### config.mk
export PLATFORM = sky130hd
export DESIGN_NAME = mcpu_ctrl_flat
export DESIGN_NICKNAME = d
export VERILOG_FILES = /design/src/rtl/mcpu_ctrl_pkg.sv /design/src/rtl/mcpu_ctrl_if.sv /design/src/rtl/mcpu_ctrl_alu_dec.sv /design/src/rtl/mcpu_ctrl.sv /design/src/flat_wrapper.sv
export SDC_FILE = /design/constraint.sdc
export NUM_CORES = 1
export LEC_CHECK = 0
export CAP_MARGIN = 20
export CORE_ASPECT_RATIO = 0.7
export CORE_UTILIZATION = 41
export DETAILED_ROUTE_END_ITERATION = 8
export PLACE_DENSITY = 0.8
export REMOVE_ABC_BUFFERS = 1
export SYNTH_ARGS = -nofsm -noshare
export SYNTH_HDL_FRONTEND = slang
export SYNTH_SLANG_ARGS = --single-unit
### constraint.sdc
create_clock -name clk -period 3.2 [get_ports clk]
set_clock_uncertainty 0.2 [all_clocks]
set_input_delay 0.64 -clock clk [delete_from_list [all_inputs] [get_ports clk]]
set_output_delay 0.64 -clock clk [all_outputs]
set_load 0.1 [all_outputs]
### src/rtl/mcpu_ctrl_pkg.sv
// Purpose: shared definitions for the multi-cycle CPU control and datapath.
// Latency: n/a (types and constants only).
// Backpressure: n/a.
// Contents: FSM state encodings, opcode/func codes, ALU_Control codes, mux selects.
package mcpu_defs;

  typedef enum logic [3:0] {
    S_IF  = 4'd0,
    S_ID  = 4'd1,
    S_MA  = 4'd2,
    S_MRD = 4'd3,
    S_WBL = 4'd4,
    S_MWR = 4'd5,
    S_EXR = 4'd6,
    S_WBR = 4'd7,
    S_BR  = 4'd8,
    S_J   = 4'd9,
    S_EXI = 4'd10,
    S_WBI = 4'd11,
    S_INT = 4'd13
  } state_t;

  // Which ALU decode applies in the current state.
  typedef enum logic [1:0] {
    CLS_NONE,
    CLS_RTYPE,
    CLS_IMM,
    CLS_BRANCH
  } alu_cls_t;

  localparam logic [5:0] OP_RTYPE = 6'b000000;
  localparam logic [5:0] OP_J     = 6'b000010;
  localparam logic [5:0] OP_BEQ   = 6'b000100;
  localparam logic [5:0] OP_BNE   = 6'b000101;
  localparam logic [5:0] OP_ADDI  = 6'b001000;
  localparam logic [5:0] OP_SLTI  = 6'b001010;
  localparam logic [5:0] OP_ANDI  = 6'b001100;
  localparam logic [5:0] OP_ORI   = 6'b001101;
  localparam logic [5:0] OP_XORI  = 6'b001110;
  localparam logic [5:0] OP_LUI   = 6'b001111;
  localparam logic [5:0] OP_LW    = 6'b100011;
  localparam logic [5:0] OP_SW    = 6'b101011;

  localparam logic [5:0] F_ADD = 6'b100000;
  localparam logic [5:0] F_SUB = 6'b100010;
  localparam logic [5:0] F_AND = 6'b100100;
  localparam logic [5:0] F_OR  = 6'b100101;
  localparam logic [5:0] F_XOR = 6'b100110;
  localparam logic [5:0] F_NOR = 6'b100111;
  localparam logic [5:0] F_SLT = 6'b101010;

  localparam logic [2:0] ALU_AND = 3'b000;
  localparam logic [2:0] ALU_OR  = 3'b001;
  localparam logic [2:0] ALU_ADD = 3'b010;
  localparam logic [2:0] ALU_XOR = 3'b011;
  localparam logic [2:0] ALU_NOR = 3'b100;
  localparam logic [2:0] ALU_SUB = 3'b110;
  localparam logic [2:0] ALU_SLT = 3'b111;

  localparam logic       ADDR_PC     = 1'b0;
  localparam logic       ADDR_ALUOUT = 1'b1;
  localparam logic [1:0] REGDST_RT   = 2'b00;
  localparam logic [1:0] REGDST_RD   = 2'b01;
  localparam logic [1:0] M2R_ALUOUT  = 2'b00;
  localparam logic [1:0] M2R_MDR     = 2'b01;
  localparam logic [1:0] M2R_LUI     = 2'b10;
  localparam logic       SRCA_PC     = 1'b0;
  localparam logic       SRCA_A      = 1'b1;
  localparam logic [1:0] SRCB_B      = 2'b00;
  localparam logic [1:0] SRCB_4      = 2'b01;
  localparam logic [1:0] SRCB_IMM    = 2'b10;
  localparam logic [1:0] SRCB_BRANCH = 2'b11;
  localparam logic       EXT_SIGN    = 1'b0;
  localparam logic       EXT_ZERO    = 1'b1;
  localparam logic [1:0] PCSRC_ALU    = 2'b00;
  localparam logic [1:0] PCSRC_ALUOUT = 2'b01;
  localparam logic [1:0] PCSRC_JUMP   = 2'b10;
  localparam logic [1:0] PCSRC_VEC    = 2'b11;

endpackage

### src/rtl/mcpu_ctrl_if.sv
// Purpose: bundle between the control FSM (master) and the datapath (slave).
// Latency: n/a (wires only).
// Backpressure: MIO_ready from memory/IO stretches the memory states.
// Signals: IR fields, flags and INT in; every mux select / write enable out.
interface mcpu_ctrl_if;
  logic [5:0] opcode;
  logic [5:0] func;
  logic       zero;
  logic       MIO_ready;
  logic       INT;
  logic       PC_en;
  logic       IorD;
  logic       mem_r;
  logic       mem_w;
  logic       CPU_MIO;
  logic       IRWrite;
  logic       RegWrite;
  logic [1:0] RegDst;
  logic [1:0] MemtoReg;
  logic       ALUSrcA;
  logic [1:0] ALUSrcB;
  logic       ExtSel;
  logic [2:0] ALU_Control;
  logic [1:0] PCSource;
  logic       EPCWrite;
  logic [3:0] state;

  modport master (
    input  opcode, func, zero, MIO_ready, INT,
    output PC_en, IorD, mem_r, mem_w, CPU_MIO, IRWrite, RegWrite, RegDst, MemtoReg,
           ALUSrcA, ALUSrcB, ExtSel, ALU_Control, PCSource, EPCWrite, state
  );

  modport slave (
    output opcode, func, zero, MIO_ready, INT,
    input  PC_en, IorD, mem_r, mem_w, CPU_MIO, IRWrite, RegWrite, RegDst, MemtoReg,
           ALUSrcA, ALUSrcB, ExtSel, ALU_Control, PCSource, EPCWrite, state
  );
endinterface

### src/rtl/mcpu_ctrl_alu_dec.sv
// Purpose: ALU operation / extension decode from opcode, func and state class.
// Latency: combinational.
// Backpressure: none.
// Ports: opcode, func, cls in; alu_ctrl, ext_sel, func_valid out.
module mcpu_alu_dec
  import mcpu_defs::*;
(
  input  logic [5:0] opcode,
  input  logic [5:0] func,
  input  alu_cls_t   cls,
  output logic [2:0] alu_ctrl,
  output logic       ext_sel,
  output logic       func_valid
);

  always_comb begin
    alu_ctrl   = ALU_ADD;
    ext_sel    = EXT_SIGN;
    func_valid = 1'b0;
    case (cls)
      CLS_RTYPE: begin
        func_valid = 1'b1;
        case (func)
          F_ADD:   alu_ctrl = ALU_ADD;
          F_SUB:   alu_ctrl = ALU_SUB;
          F_AND:   alu_ctrl = ALU_AND;
          F_OR:    alu_ctrl = ALU_OR;
          F_XOR:   alu_ctrl = ALU_XOR;
          F_NOR:   alu_ctrl = ALU_NOR;
          F_SLT:   alu_ctrl = ALU_SLT;
          default: func_valid = 1'b0;
        endcase
      end
      CLS_IMM: begin
        // logical immediates zero-extend, arithmetic ones sign-extend
        case (opcode)
          OP_SLTI: alu_ctrl = ALU_SLT;
          OP_ANDI: begin alu_ctrl = ALU_AND; ext_sel = EXT_ZERO; end
          OP_ORI:  begin alu_ctrl = ALU_OR;  ext_sel = EXT_ZERO; end
          OP_XORI: begin alu_ctrl = ALU_XOR; ext_sel = EXT_ZERO; end
          default: alu_ctrl = ALU_ADD;
        endcase
      end
      CLS_BRANCH: alu_ctrl = ALU_SUB;
      default:    alu_ctrl = ALU_ADD;
    endcase
  end

endmodule

### src/rtl/mcpu_ctrl.sv
// Purpose: multi-cycle control FSM (IF/ID/EX/MEM/WB) with edge-triggered INT servicing.
// Latency: 3-5 cycles per instruction, plus one per MIO_ready=0 cycle in IF/MRD/MWR.
// Backpressure: memory states hold (outputs held) while MIO_ready=0 when WAIT_MEM=1.
// Ports: clk, reset (async, active-high), bus (mcpu_ctrl_if.master).
module mcpu_ctrl
  import mcpu_defs::*;
#(
  parameter bit WAIT_MEM   = 1'b1,
  parameter bit INT_ENABLE = 1'b1
) (
  input  logic       clk,
  input  logic       reset,
  mcpu_ctrl_if.master bus
);

  state_t     state_q, state_d;
  logic       int_q, pending_q, pending_d, int_rise, mio_rdy;
  alu_cls_t   cls;
  logic [2:0] dec_alu;
  logic       dec_ext, func_valid;

  logic       pc_en, iord, mem_r, mem_w, ir_write, reg_write, src_a, ext, epc_write;
  logic [1:0] reg_dst, mem_to_reg, src_b, pc_src;
  logic [2:0] alu;

  assign mio_rdy  = WAIT_MEM ? bus.MIO_ready : 1'b1;
  assign int_rise = INT_ENABLE && bus.INT && !int_q;
  // A new edge wins over the clear in S_INT so a back-to-back request is kept.
  assign pending_d = INT_ENABLE && (int_rise || (pending_q && state_q != S_INT));

  always_ff @(posedge clk or posedge reset) begin
    if (reset) begin
      state_q   <= S_IF;
      int_q     <= 1'b0;
      pending_q <= 1'b0;
    end else begin
      state_q   <= state_d;
      int_q     <= bus.INT;
      pending_q <= pending_d;
    end
  end

  always_comb begin
    cls = CLS_NONE;
    case (state_q)
      S_EXR:   cls = CLS_RTYPE;
      S_EXI:   cls = CLS_IMM;
      S_BR:    cls = CLS_BRANCH;
      default: cls = CLS_NONE;
    endcase
  end

  mcpu_alu_dec u_alu_dec (
    .opcode     (bus.opcode),
    .func       (bus.func),
    .cls        (cls),
    .alu_ctrl   (dec_alu),
    .ext_sel    (dec_ext),
    .func_valid (func_valid)
  );

  always_comb begin
    state_d    = state_q;
    pc_en      = 1'b0;
    iord       = ADDR_PC;
    mem_r      = 1'b0;
    mem_w      = 1'b0;
    ir_write   = 1'b0;
    reg_write  = 1'b0;
    reg_dst    = REGDST_RT;
    mem_to_reg = M2R_ALUOUT;
    src_a      = SRCA_PC;
    src_b      = SRCB_B;
    ext        = EXT_SIGN;
    alu        = ALU_ADD;
    pc_src     = PCSRC_ALU;
    epc_write  = 1'b0;
    case (state_q)
      S_IF: begin
        if (pending_q) begin
          state_d = S_INT;  // take the interrupt instead of fetching
        end else begin
          mem_r    = 1'b1;
          iord     = ADDR_PC;
          src_a    = SRCA_PC;
          src_b    = SRCB_4;
          pc_src   = PCSRC_ALU;
          ir_write = mio_rdy;
          pc_en    = mio_rdy;
          if (mio_rdy) state_d = S_ID;
        end
      end
      S_ID: begin
        src_a = SRCA_PC;
        src_b = SRCB_BRANCH;  // precompute branch target into ALUOut
        case (bus.opcode)
          OP_RTYPE:                                 state_d = S_EXR;
          OP_LW, OP_SW:                             state_d = S_MA;
          OP_BEQ, OP_BNE:                           state_d = S_BR;
          OP_J:                                     state_d = S_J;
          OP_ADDI, OP_SLTI, OP_ANDI, OP_ORI, OP_XORI: state_d = S_EXI;
          OP_LUI:                                   state_d = S_WBI;
          default:                                  state_d = S_IF;
        endcase
      end
      S_MA: begin
        src_a   = SRCA_A;
        src_b   = SRCB_IMM;
        ext     = EXT_SIGN;
        state_d = (bus.opcode == OP_SW) ? S_MWR : S_MRD;
      end
      S_MRD: begin
        mem_r = 1'b1;
        iord  = ADDR_ALUOUT;
        if (mio_rdy) state_d = S_WBL;
      end
      S_WBL: begin
        reg_dst    = REGDST_RT;
        mem_to_reg = M2R_MDR;
        reg_write  = 1'b1;
        state_d    = S_IF;
      end
      S_MWR: begin
        mem_w = 1'b1;
        iord  = ADDR_ALUOUT;
        if (mio_rdy) state_d = S_IF;
      end
      S_EXR: begin
        src_a   = SRCA_A;
        src_b   = SRCB_B;
        alu     = dec_alu;
        state_d = func_valid ? S_WBR : S_IF;  // unknown func retires as a nop
      end
      S_WBR: begin
        reg_dst    = REGDST_RD;
        mem_to_reg = M2R_ALUOUT;
        reg_write  = 1'b1;
        state_d    = S_IF;
      end
      S_BR: begin
        src_a   = SRCA_A;
        src_b   = SRCB_B;
        alu     = dec_alu;
        pc_src  = PCSRC_ALUOUT;
        pc_en   = bus.zero ^ (bus.opcode == OP_BNE);
        state_d = S_IF;
      end
      S_J: begin
        pc_src  = PCSRC_JUMP;
        pc_en   = 1'b1;
        state_d = S_IF;
      end
      S_EXI: begin
        src_a   = SRCA_A;
        src_b   = SRCB_IMM;
        alu     = dec_alu;
        ext     = dec_ext;
        state_d = S_WBI;
      end
      S_WBI: begin
        reg_dst    = REGDST_RT;
        reg_write  = 1'b1;
        mem_to_reg = (bus.opcode == OP_LUI) ? M2R_LUI : M2R_ALUOUT;
        state_d    = S_IF;
      end
      S_INT: begin
        epc_write = 1'b1;
        pc_src    = PCSRC_VEC;
        pc_en     = 1'b1;
        state_d   = S_IF;
      end
      default: state_d = S_IF;
    endcase
  end

  // Write/access strobes are suppressed for as long as reset is held.
  assign bus.PC_en       = pc_en & ~reset;
  assign bus.IRWrite     = ir_write & ~reset;
  assign bus.RegWrite    = reg_write & ~reset;
  assign bus.mem_r       = mem_r & ~reset;
  assign bus.mem_w       = mem_w & ~reset;
  assign bus.CPU_MIO     = (mem_r | mem_w) & ~reset;
  assign bus.EPCWrite    = epc_write & ~reset;
  assign bus.IorD        = iord;
  assign bus.RegDst      = reg_dst;
  assign bus.MemtoReg    = mem_to_reg;
  assign bus.ALUSrcA     = src_a;
  assign bus.ALUSrcB     = src_b;
  assign bus.ExtSel      = ext;
  assign bus.ALU_Control = alu;
  assign bus.PCSource    = pc_src;
  assign bus.state       = state_q;

endmodule

### src/flat_wrapper.sv
// flat-port wrapper written by rule: the top's interface ports become plain ports
module mcpu_ctrl_flat import mcpu_defs::*;
#(
  parameter bit WAIT_MEM   = 1'b1,
  parameter bit INT_ENABLE = 1'b1
)
  (clk, reset, bus_opcode, bus_func, bus_zero, bus_MIO_ready, bus_INT, bus_PC_en, bus_IorD, bus_mem_r, bus_mem_w, bus_CPU_MIO, bus_IRWrite, bus_RegWrite, bus_RegDst, bus_MemtoReg, bus_ALUSrcA, bus_ALUSrcB, bus_ExtSel, bus_ALU_Control, bus_PCSource, bus_EPCWrite, bus_state);
  mcpu_ctrl_if bus_i ();
  input  logic clk;
  input  logic reset;
  input wire logic [$bits(bus_i.opcode)-1:0] bus_opcode;
  input wire logic [$bits(bus_i.func)-1:0] bus_func;
  input wire logic [$bits(bus_i.zero)-1:0] bus_zero;
  input wire logic [$bits(bus_i.MIO_ready)-1:0] bus_MIO_ready;
  input wire logic [$bits(bus_i.INT)-1:0] bus_INT;
  output wire logic [$bits(bus_i.PC_en)-1:0] bus_PC_en;
  output wire logic [$bits(bus_i.IorD)-1:0] bus_IorD;
  output wire logic [$bits(bus_i.mem_r)-1:0] bus_mem_r;
  output wire logic [$bits(bus_i.mem_w)-1:0] bus_mem_w;
  output wire logic [$bits(bus_i.CPU_MIO)-1:0] bus_CPU_MIO;
  output wire logic [$bits(bus_i.IRWrite)-1:0] bus_IRWrite;
  output wire logic [$bits(bus_i.RegWrite)-1:0] bus_RegWrite;
  output wire logic [$bits(bus_i.RegDst)-1:0] bus_RegDst;
  output wire logic [$bits(bus_i.MemtoReg)-1:0] bus_MemtoReg;
  output wire logic [$bits(bus_i.ALUSrcA)-1:0] bus_ALUSrcA;
  output wire logic [$bits(bus_i.ALUSrcB)-1:0] bus_ALUSrcB;
  output wire logic [$bits(bus_i.ExtSel)-1:0] bus_ExtSel;
  output wire logic [$bits(bus_i.ALU_Control)-1:0] bus_ALU_Control;
  output wire logic [$bits(bus_i.PCSource)-1:0] bus_PCSource;
  output wire logic [$bits(bus_i.EPCWrite)-1:0] bus_EPCWrite;
  output wire logic [$bits(bus_i.state)-1:0] bus_state;
  assign bus_i.opcode = bus_opcode;
  assign bus_i.func = bus_func;
  assign bus_i.zero = bus_zero;
  assign bus_i.MIO_ready = bus_MIO_ready;
  assign bus_i.INT = bus_INT;
  assign bus_PC_en = bus_i.PC_en;
  assign bus_IorD = bus_i.IorD;
  assign bus_mem_r = bus_i.mem_r;
  assign bus_mem_w = bus_i.mem_w;
  assign bus_CPU_MIO = bus_i.CPU_MIO;
  assign bus_IRWrite = bus_i.IRWrite;
  assign bus_RegWrite = bus_i.RegWrite;
  assign bus_RegDst = bus_i.RegDst;
  assign bus_MemtoReg = bus_i.MemtoReg;
  assign bus_ALUSrcA = bus_i.ALUSrcA;
  assign bus_ALUSrcB = bus_i.ALUSrcB;
  assign bus_ExtSel = bus_i.ExtSel;
  assign bus_ALU_Control = bus_i.ALU_Control;
  assign bus_PCSource = bus_i.PCSource;
  assign bus_EPCWrite = bus_i.EPCWrite;
  assign bus_state = bus_i.state;
  mcpu_ctrl #(.WAIT_MEM(WAIT_MEM), .INT_ENABLE(INT_ENABLE)) u_core (.clk(clk), .reset(reset), .bus(bus_i));
endmodule
* Word-level counts from Yosys, hierarchy flattened
Index checks and enable logic that the tools add are counted.
Word-level totals: memory bits (writable) 0, memories 0, output and inout port bits 25, latch bits 0, word-level logic and storage cells 102, register bits after elaboration 6, input bits 17, memory bits (read-only) 0
Cells by class: shift-type cells 0, $add $sub $neg 0, div/mod/pow operators 0, multiply operators 0, reductions and logical operators 18, eq/ne operators 37, mux-type cells 34, bitwise logic cells 10, order comparisons 0
Operator list (number):
- equality test 6 bit, second input constant | 9
- equality test 6 x 4 -> 1 bit, second input constant | 6
- case mux 4 bit (7 select lines) | 1
- case mux 4 bit (6 select lines) | 1
- equality test 4 bit, second input constant | 5
- case mux 2 bit (3 select lines) | 3
- case mux 3 bit (6 select lines) | 1
- equality test 4 x 3 -> 1 bit, second input constant | 4
- 2-to-1 mux 4 bit | 4
- 2-to-1 mux 1 bit | 15
- equality test 6 x 3 -> 1 bit, second input constant | 2
- case mux 3 bit (4 select lines) | 1
- OR reduction 2 bit | 5
- 2-to-1 mux 3 bit | 3
- case mux 3 bit (3 select lines) | 1
- OR reduction 3 bit | 3
- equality test 4 x 2 -> 1 bit, second input constant | 2
- bitwise AND 1 bit | 7
- OR reduction 7 bit | 1
- equality test 6 x 2 -> 1 bit, second input constant | 1
- zero test 6 bit | 1
- OR reduction 5 bit | 1
- equality test 2 bit, second input constant | 2
- equality test 4 x 1 -> 1 bit, second input constant | 1
- 17 further kinds | 19

* Longest topological paths before layout
word-level depth 6, gate-level depth with buffers 7, depth with buffers taken out 5

* By module
From an unflattened synthesis, not the netlist that was laid out.
Second synthesis, totals: cell total of the unflattened synthesis 146, area total of the unflattened synthesis 984.7 sq um
By module, submodules not included:
- mcpu_ctrl | sequential area each 150.1 sq um, times used 1, cells an instance 121, area each 809.5 sq um
- mcpu_alu_dec | sequential area each 0.0 sq um, times used 1, cells an instance 25, area each 175.2 sq um

* Worst setup path after synthesis
Ideal clock, no wire load.
path type reg2out, from register u_core.state_q[0], in the netlist u_core.bus.state[0], to output bus_mem_r, data arrival time 4.471 ns, required time 2.360 ns, setup slack -2.111 ns, cell stages (with the launch flop) 5, buffers on the path 2, cell sequence dfrtp_1 > buf_4 > clkbuf_1 > a21oi_1 > nor4_1
On the way: word-level cells in the longest chain between the ends 3, elaborated cells on any way between the ends 4, those cells by class 1 x eq/ne; 1 x mux; 1 x bitwise; 1 x reduce/logical
Ends and longest elaborated chain:
- start: declaration | RTL line mcpu_ctrl.sv:16 | state_t state_q, state_d;
- start signal: assignment | RTL line mcpu_ctrl.sv:37 | state_q <= state_d;
- equality test 4 x 2 -> 1 bit or zero test 4 bit (tied branches) | RTL line mcpu_ctrl.sv:78 | case (state_q)
- case mux 1 bit (2 select lines) (*) | RTL line mcpu_ctrl.sv:78
- bitwise AND 1 bit (*) | RTL line mcpu_ctrl.sv:180 | assign bus.mem_r = mem_r & ~reset;
- end: declaration | RTL line flat_wrapper.sv:18 | output wire logic [$bits(bus_i.mem_r)-1:0] bus_mem_r;
Every way passes the cells marked *; elsewhere a longest branch is shown, timed or not.

* Worst setup path after layout
from input bus_opcode[5], to output bus_PC_en
On the way: word-level cells in the longest chain between the ends 4
Ends and longest elaborated chain:
- start: declaration | RTL line flat_wrapper.sv:11 | input wire logic [$bits(bus_i.opcode)-1:0] bus_opcode;
- equality test 6 x 3 -> 1 bit | RTL line mcpu_ctrl.sv:145 | pc_en = bus.zero ^ (bus.opcode == OP_BNE);
- bitwise XOR 1 bit | RTL line mcpu_ctrl.sv:145
- case mux 1 bit (3 select lines) | RTL line mcpu_ctrl.sv:78
- bitwise AND 1 bit | RTL line mcpu_ctrl.sv:177 | assign bus.PC_en = pc_en & ~reset;
- end: declaration | RTL line flat_wrapper.sv:16 | output wire logic [$bits(bus_i.PC_en)-1:0] bus_PC_en;
No other way between the ends.

==> impl_metrics.csv <==
group,metric,value,unit
timing,setup-violations-final,0,
critical_path,critical_path_class,"in -> out",
timing,hold_slack,0.2232,ns
timing,tightestPinTransition,0.6227,ns
critical_path,cpMaxStageDelayCell,"or4_4",
routing,vias,1201,
yosys,ys_ff_latch,6,
critical_path,rrSetupSlack,0.99,ns
floorplan,fp.coreArea,0.001952,mm²
global_route,antenna_found_initial,0,
critical_path,r2r_cells,5,
placed_design,routabilityCongestion,0.8820,
placed_design,place_ws,-0.3645,ns
timing,period_share,0.9918,
floorplan,fp-row-count,13,
critical_path,startpoint,"bus_opcode[5]",
min_path,hold_class,"reg -> reg",
critical_path,r2r_start,"u_core.bus.state[2]",
layout,area_growth,56.88,%
routing,drt-pass1-iter-count,6,
critical_path,rr_endpoint,"u_core.bus.state[2]",
timing,hold_viol,0,
floorplan,die_x,57.99,µm
floorplan,die_h,41.19,µm
timing,slew_viol_final,0,
power,ir_drop,344.1,µV
yosys,syn_avg_cell_area,6.519,µm²
clock_tree,worst_skew_pair.late_latency,0.26,ns
routing,final_antenna_net_count,0,
layout,antenna_cells,0,
layout,n_fill_cell,179,
layout,utilization,0.7231,
critical_path,endpoint,"bus_PC_en",
clock_tree,clk_path_buf_depth,2,
run_status,outcome,"complete, but fails checks",
clock_tree,clock-sinks,6,
yosys,synth_cell_types,43,
global_route,grt_pass1_vias,1042,
routing,drt_iter0_drc,63,
power,p_leak,0.6362,nW
timing,min_period,3.174,ns
placed_design,io_buffers,40,
layout,final_cell_mix,"nor2_1, buf_4, nand2_1",
critical_path,path_max_fanout,2,
critical_path,path_delay_family,"simple AND/OR/NAND/NOR gates",
clock_tree,htreeDepth,1,
placed_design,post-dp-hpwl,2.406,mm
critical_path,cp_data_required_time,2.36,ns
critical_path,critPathLaunchType,"primary input",
power,cellPowerDensity,930.2,mW/mm²
clock_tree,cts_tree,"yes",
clock_tree,post_cts_buffers,0,
yosys,synthesis.area,899.6,µm²
placed_design,place_inst,198,
critical_path,critical-path-max-stage-delay,0.55,ns
critical_path,worstPathArrival,2.33,ns
critical_path,path_cells,"buf_2 -> or4_4 -> nor2_4 -> xor2_1 -> a21oi_1 -> a2111oi_2 -> buf_4 -> buf_12",
clock_tree,cts_root_buf,"clkbuf_4",
job,cap_violations,0,
floorplan,dieArea,0.002388,mm²
global_route,grtUsageTotal,0.2842,
timing,rsz0062_at_grt,"true",
yosys,ys_warn_count,0,
timing,slew_headroom,0.5811,
timing,fmax,315.1,MHz
layout,fin_nets,198,
global_route,grt_max_degree,19,
routing,via_per_inst,5.975,
routing,drcViolationCount,5,
routing,routedWlPerCell,15.21,µm
yosys,ys_seq_area_frac,0.1669,
clock_tree,cts_made_buffers,3,
layout,drive_gt1_frac,0.2570,
critical_path,critPathCaptureType,"output pin",
floorplan,io_pins,42,
layout,stdcell_count,201,
global_route,grt_pass1_wl,4.767,mm
routing,drt-total-wl,3.057,mm
run_status,violations,"design-rule violations",
yosys,netlist_instances,138,
clock_tree,clk_pin_slew,0.04,ns
global_route,gr-total-overflow,0,
floorplan,initial_utilization,0.4609,
critical_path,path_depth,8,
timing,setup_ws,0.02631,ns
critical_path,crit_buf_inv,3,
clock_tree,cts_hold_buf,0,
==> state kept, by name, summed over array words and instances (netlist names) <==
signal,count
u_core.pending_q,1
u_core.int_q,1
u_core.bus.state,4
==> worst min-delay path by stage <==
stage / startpoint / to / slack [ns] / cells after the start
2_1_floorplan: u_core.int_q / u_core.pending_q / 0.19 / 1
3_3_place_gp: u_core.int_q / u_core.pending_q / 0.20 / 1
3_5_place_dp: u_core.int_q / u_core.pending_q / 0.22 / 1
4_1_cts: u_core.int_q / u_core.pending_q / 0.22 / 1
5_1_grt: u_core.int_q / u_core.pending_q / 0.25 / 1
6_report: u_core.int_q / u_core.pending_q / 0.22 / 1
==> metrics by stage <==
step | power, W | cell area (µm²) | TNS (ns)
2_1_floorplan | 0.0009250 | 805.8 | -17.22
4_1_cts | 0.001308 | 1411 | 0
5_1_grt | 0.001384 | 1411 | -0.1028
3_3_place_gp | 0.001220 | 1399 | -0.3236
6_report | 0.001313 | 1411 | 0
3_5_place_dp | 0.001234 | 1399 | -0.3645
==> worst register-to-register path: cells and delay by family (launching register included) <==
family          cells  cell delay, ns
compound gates      3            0.75
flops               1            0.71
simple gates        2            0.44
==> area by class of cell <==
type | count | area, µm² | share of cell area
clock buffers | 3 | 22.52 | 0.01596
well taps | 22 | 27.53 | 0.01950
repair buffers | 50 | 550.5 | 0.3901
inverters | 10 | 37.54 | 0.02660
flip-flops and latches | 6 | 150.1 | 0.1064
multi-input cells | 110 | 623.1 | 0.4415
==> synth_stat cells (all sizes together) <==
| library cell | instances | area (µm²) |
|---|---|---|
| conb | 1 | 3.750 |
| a41o | 1 | 10.01 |
| o22ai | 2 | 12.51 |
| a221oi | 1 | 8.760 |
| a22oi | 1 | 7.510 |
| nor4 | 3 | 18.77 |
| nand3 | 3 | 15.01 |
| a311oi | 1 | 8.760 |
| nor2 | 23 | 88.84 |
| a31oi | 1 | 6.260 |
| xor2 | 2 | 17.52 |
| a31o | 1 | 8.760 |
| o21bai | 2 | 15.01 |
| nor3 | 12 | 60.06 |
| o311ai | 1 | 8.760 |
| a211oi | 1 | 7.510 |
| a21oi | 8 | 40.04 |
| or4 | 2 | 18.77 |
| a21o | 1 | 7.510 |
| inv | 10 | 37.54 |
| and3 | 4 | 25.02 |
| o2111ai | 2 | 17.52 |
| nand2 | 16 | 60.06 |
| dfrtp | 6 | 150.1 |
| and4b | 1 | 10.01 |
| a41oi | 1 | 8.760 |
| o32ai | 1 | 8.760 |
| nand4 | 3 | 18.77 |
| buf | 6 | 60.05 |
| nor2b | 5 | 31.28 |
| clkbuf | 6 | 33.78 |
| xnor2 | 2 | 17.52 |
| o21ai | 5 | 25.02 |
| a2111oi | 2 | 23.77 |
| nand3b | 1 | 7.510 |
==> metal layers <==
layer,vias up,part of all wire,GRT usage
met3,8,0.11,0.07886
met4,0,0.022,0.1667
met1,538,0.40,0.3297
met5,-,0,0
li1,578,-,-
met2,77,0.47,0.4914
==> cells by family after synthesis <==
group                  share of synthesized area
buffers and inverters                     0.1460
AO/OA/AOI/OAI                             0.2504
other                                   0.004168
flip-flops                                0.1669
XOR/XNOR                                 0.03895
AND/OR/NAND/NOR                           0.3936
==> report_power, final <==
group          switching [W]  internal (W)  total [W]
Combinational       0.000781      0.000306    0.00109
Sequential         0.0000529      0.000101   0.000154
Clock              0.0000293     0.0000425  0.0000719
==> timing repair <==
action | CTS | global route
endpoints found under the setup margin | 1 | 1
endpoints found under the hold margin | 0 | 0
resized for setup | 15 | 0
gates cloned | 0 | 0
pin swaps | 5 | 0
Note: power is estimated with default switching activity, not from simulation.
==> variant 1: new RTL, config.mk and constraints unchanged <==
`INT_ENABLE` is set to 1'b1 in 2 places; all go to 1'b0.
--- a/src/rtl/mcpu_ctrl.sv
+++ b/src/rtl/mcpu_ctrl.sv
@@ -6,7 +6,7 @@
   import mcpu_defs::*;
 #(
   parameter bit WAIT_MEM   = 1'b1,
-  parameter bit INT_ENABLE = 1'b1
+  parameter bit INT_ENABLE = 1'b0
 ) (
   input  logic       clk,
   input  logic       reset,
--- a/src/flat_wrapper.sv
+++ b/src/flat_wrapper.sv
@@ -2,7 +2,7 @@
 module mcpu_ctrl_flat import mcpu_defs::*;
 #(
   parameter bit WAIT_MEM   = 1'b1,
-  parameter bit INT_ENABLE = 1'b1
+  parameter bit INT_ENABLE = 1'b0
 )
   (clk, reset, bus_opcode, bus_func, bus_zero, bus_MIO_ready, bus_INT, bus_PC_en, bus_IorD, bus_mem_r, bus_mem_w, bus_CPU_MIO, bus_IRWrite, bus_RegWrite, bus_RegDst, bus_MemtoReg, bus_ALUSrcA, bus_ALUSrcB, bus_ExtSel, bus_ALU_Control, bus_PCSource, bus_EPCWrite, bus_state);
   mcpu_ctrl_if bus_i ();
Check against the original RTL: not equivalent (a bounded check fails within 4 cycles, from zero or initial values and one cycle with reset high).
==> variant 1 against the original RTL <==
Hold slack improved by 0.23 ns. Wire length fell by 16%. Cell area fell by 5.4%. Sequential share of layout area fell by 3.1 points. Power down 6.6%. Area after synthesis fell by 11%. Setup slack gained 0.065 ns. Register-to-register slack improved by 0.32 ns. Sequential cell count decreased by 2.
==> variant 1: results (changes against the original RTL) <==
| Metric | Value |
|---|---|
| Buffers excl. clock | 46 (-8.0%) |
| CP peak stage delay | 0.45 ns (-0.10 ns) |
| Comb power | 0.00105 W (-4%) |
| Total Wirelength | 2.58 mm (-16%) |
| Clock-pin slew on the worst setup and hold paths | 0.05 ns |
| Clk cell area share | 1.69% (+0.091 points) |
| Mux cell area share after synthesis | 0% (unchanged) |
| Placed cells | 173 (-13%) |
| Place WS | 0.0293 ns (+0.394 ns) |
| Clock root cell | clkbuf_4 |
| Multi-input combinational area share | 46.8% (+2.6 points) |
| Synth top cells by count | nor2_1 (15), nor3_1 (10), inv_1 (7), nand2_1 (7) |
| Storage cell area | 100 um2 (-33%) |
| Ratio of cells with drive above 1 in the final layout | 25.8% (+0.11 points) |
| Relative slew slack | 66.4% (+8.3 points) |
| First-pass DRT Iterations | 4 (-2) |
| PortBufs | 39 (-2.5%) |
| Status | completed |
| PostCTS Resize Cnt | 0 (-15) |
| Vias in the first global route | 919 (-12%) |
| Compound-Gate Fraction of Synth Area | 25.4% (+0.36 points) |
| Placer Congestion | 0.839 (-4.9%) |
| Comb_multi_in | 95 (-14%) |
| Inverters | 7 (-3) |
| # fillers | 135 (-25%) |
| Clock Power Share | 5.7% (+0.2 points) |
| Sequential cells | 4 (-2) |
| Leak pwr | 0.592 nW (-7.0%) |
| H-tree level count | 1 (unchanged) |
| CTS max path bufs | 2 (unchanged) |
| XOR/XNOR Fraction of Synth Area | 6.58% (+2.7 points) |
| Syn Inst Count | 116 (-16%) |
| Netlist cell types | 49 (+14%) |
| Sequential fraction of the synthesis area | 12.5% (-4.2 points) |
| First-pass GRT wire length | 4.14 mm (-13%) |
| Synth area leaders | dfrtp_1 (13%), nor2_1 (7.1%), nor3_1 (6.3%) |
| Post-Synth Adder-Cell Area | 0% (unchanged) |
| Critical path peak fanout | 3 (+1) |
| Finished Layout Cells | 176 (-12%) |
| Tot GR Track Use | 27.6% (-0.82 points) |
| Number of clock buffers in the layout | 3 (unchanged) |
| Peak VDD IR | 990 uV (+190%) |
| Synth area leader | dfrtp_1 |
| Dpl hpwl | 2.06 mm (-14%) |
| Final Core Density | 78.7% (+6.4 points) |
| # rows | 12 (-1) |
| Clock network power | 0.0000698 W (-2.9%) |
| Via count | 1028 (-14%) |
| Pin count of the biggest net entering global routing | 15 (-4) |
| Number of DRC markers in iteration 0 | 30 (-52%) |
| WP data arrival | 2.27 ns (-0.06 ns) |
| Worst path slowest cell | clkdlybuf4s50_1 |
| Signal buf overhead | 40.1% (+1.1 points) |
| Placed cell area | 1310 um2 (-6.4%) |
| CP delay by family, top | buffers and inverters |
| Net Sw Frac | 67.2% (+1.5 points) |
==> variant 1: layer usage <==
metal / global-route usage [%] / part of all wire, %
met2: 46.4 / 47
met5: 0 / 0
met4: 5.77 / 0.74
met3: 6.27 / 10
met1: 35.6 / 42
==> variant 1: final timing paths <==
| path | startpoint | endpoint | slack (ns) | cells past startpoint |
|---|---|---|---|---|
| worst max register to register | u_core.bus.state[3]$_DFFE_PP0P_ | u_core.bus.state[1]$_DFFE_PP0P_ | 1.31 | 4 |
| worst min register to register | u_core.bus.state[2]$_DFFE_PP0P_ | u_core.bus.state[3]$_DFFE_PP0P_ | 0.45 | 2 |
| worst max-delay path | bus_opcode[3] | bus_PC_en | 0.09 | 6 |
| max in group asynchronous | reset | u_core.bus.state[3]$_DFFE_PP0P_ | 2.00 | 2 |
| min in group asynchronous | reset | u_core.bus.state[0]$_DFFE_PP0P_ | 0.60 | 2 |
| worst min-delay path | u_core.bus.state[2]$_DFFE_PP0P_ | u_core.bus.state[3]$_DFFE_PP0P_ | 0.45 | 2 |
==> variant 2: new RTL, config.mk and constraints unchanged <==
Without the edit above. Reset style: synchronous (`reset`), changed in one clocked block. Comments in the files are not updated.
--- a/src/rtl/mcpu_ctrl.sv
+++ b/src/rtl/mcpu_ctrl.sv
@@ -28,7 +28,7 @@
   // A new edge wins over the clear in S_INT so a back-to-back request is kept.
   assign pending_d = INT_ENABLE && (int_rise || (pending_q && state_q != S_INT));
 
-  always_ff @(posedge clk or posedge reset) begin
+  always_ff @(posedge clk) begin
     if (reset) begin
       state_q   <= S_IF;
       int_q     <= 1'b0;
Formal check against the unedited RTL: differs if reset is asserted again (counterexample within 4 cycles, from zero or initial values and one cycle with reset high); with reset held inactive, the same outputs for 10 cycles.
==> variant 2 against the original RTL <==
Maximum frequency increased by 3.2%. Register-to-register slack gained 0.19 ns. Wire length is 8.1% higher. Setup slack better by 0.099 ns. Critical path type unchanged. Power decreased by 29%. Count of clock-buffer cells in the layout stayed put. Sequential share of layout area is 2.8 points lower. Area after synthesis increased by 0.70%. Cell area rose by 8.8%. Sequential cell count stayed put. Hold slack gained 0.11 ns. Critical endpoint is now bus_ALU_Control[2].
==> variant 2: results (changes against the original RTL) <==
| Metric | Value |
|---|---|
| WP data arrival | 2.23 ns (-0.10 ns) |
| Inverters | 7 (-3) |
| Fin Hold WS | 0.334 ns (+0.111 ns) |
| NetSw | 0.000585 W (-32%) |
| Vias in the first global route | 1149 (+10%) |
| Met1 usage | 36.9% (+3.9 points) |
| Reg2reg setup slack | 1.18 ns (+0.19 ns) |
| CP peak stage delay | 0.48 ns (-0.07 ns) |
| Pin count of the biggest net entering global routing | 18 (-1) |
| Vias per cell | 6.07 (+1.5%) |
| Placed cell area | 1490 um2 (+6.4%) |
| Total Wirelength | 3.31 mm (+8.1%) |
| Multi-input logic area | 723 um2 (+16%) |
| Grt met3 use | 5.25% (-2.6 points) |
| Comb_multi_in | 114 (+3.6%) |
| Dpl hpwl | 2.53 mm (+5.4%) |
| Comb pwr share | 78.3% (-4.5 points) |
| Post-Syn Area per Cell | 6.56 um2 (+0.70%) |
| First-pass DRT Iterations | 4 (-2) |
| Async S/R FF share, synth | 0% (-100 points) |
| FF-to-FF End | u_core.bus.state[2]$_SDFFE_PP0P_ |
| Placer Congestion | 0.882 (about the same) |
| Critical path peak fanout | 4 (+2) |
| Tot GR Track Use | 30.6% (+2.1 points) |
| Metal3 WL | 325 um (-4.7%) |
| Clock network power | 0.0000748 W (+4.0%) |
| Routed len/inst | 15.5 um (+2.0%) |
| Peak VDD IR | 692 uV (+100%) |
| Synth area leaders | dfxtp_1 (13%), nor2_1 (5.8%), nor3_1 (5.5%) |
| Status | completed |
| Metal-1 WL | 1.39 mm (+14%) |
| Met2 usage | 54.0% (+4.9 points) |
| Leak pwr | 0.638 nW (+0.26%) |
| Worst path slowest cell | clkdlybuf4s50_1 |
| Worst Tran Pin Value | 0.604 ns (-0.0183 ns) |
| Area Growth Syn to Fin | 69.5% |
| Placed cells | 210 (+6.1%) |
| Netlist cell types | 52 (+21%) |
| Sequential cells | 6 (unchanged) |
| Routed wl met2 | 1.51 mm (+5.4%) |
## variant 2: changes by cell type in the layout (fill, tap and decap cells not counted), moves of 3 or more
| cell | delta |
|---|---|
| dfrtp_1 | -6 |
| and3_1 | -3 |
| o21ai_0 | +3 |
| nand2_1 | -3 |
| o21ai_1 | -4 |
| dfxtp_1 | +6 |
| buf_2 | -3 |
| nor2_1 | -8 |
| o211ai_1 | +3 |
| nand2b_1 | +7 |
## variant 2: worst max-delay path: cells and delay by family
family                 cells  cell delay (ns)
AO/OA/AOI/OAI              2             0.45
buffers and inverters      3             0.75
AND/OR/NAND/NOR            1             0.39
## variant 2: kinds of logic after synthesis
kind of cell	count (synthesis)	synth area share, %
xor gates and xnor gates	3	2.90
buffers and inverters	18	8.98
other	1	0.414
muxes	1	1.11
AOI/OAI and AO/OA	40	32.7
DFF	6	13.3
and+or+nand+nor	69	40.6
## variant 2: worst min path at each step
stage                                   to               startpoint  depth (start not counted)
2_1_floorplan  u_core.pending_q$_SDFF_PP0_  u_core.int_q$_SDFF_PP0_                          3
3_3_place_gp   u_core.pending_q$_SDFF_PP0_  u_core.int_q$_SDFF_PP0_                          3
3_5_place_dp   u_core.pending_q$_SDFF_PP0_  u_core.int_q$_SDFF_PP0_                          3
4_1_cts        u_core.pending_q$_SDFF_PP0_  u_core.int_q$_SDFF_PP0_                          3
5_1_grt        u_core.pending_q$_SDFF_PP0_  u_core.int_q$_SDFF_PP0_                          3
6_report       u_core.pending_q$_SDFF_PP0_  u_core.int_q$_SDFF_PP0_                          3
## variant 2: timing repair
| item | in CTS | in global routing |
|---|---|---|
| gates resized for setup | 1 | 4 |
| pin swaps | 1 | 3 |
| endpoints found under the setup margin | 1 | 2 |
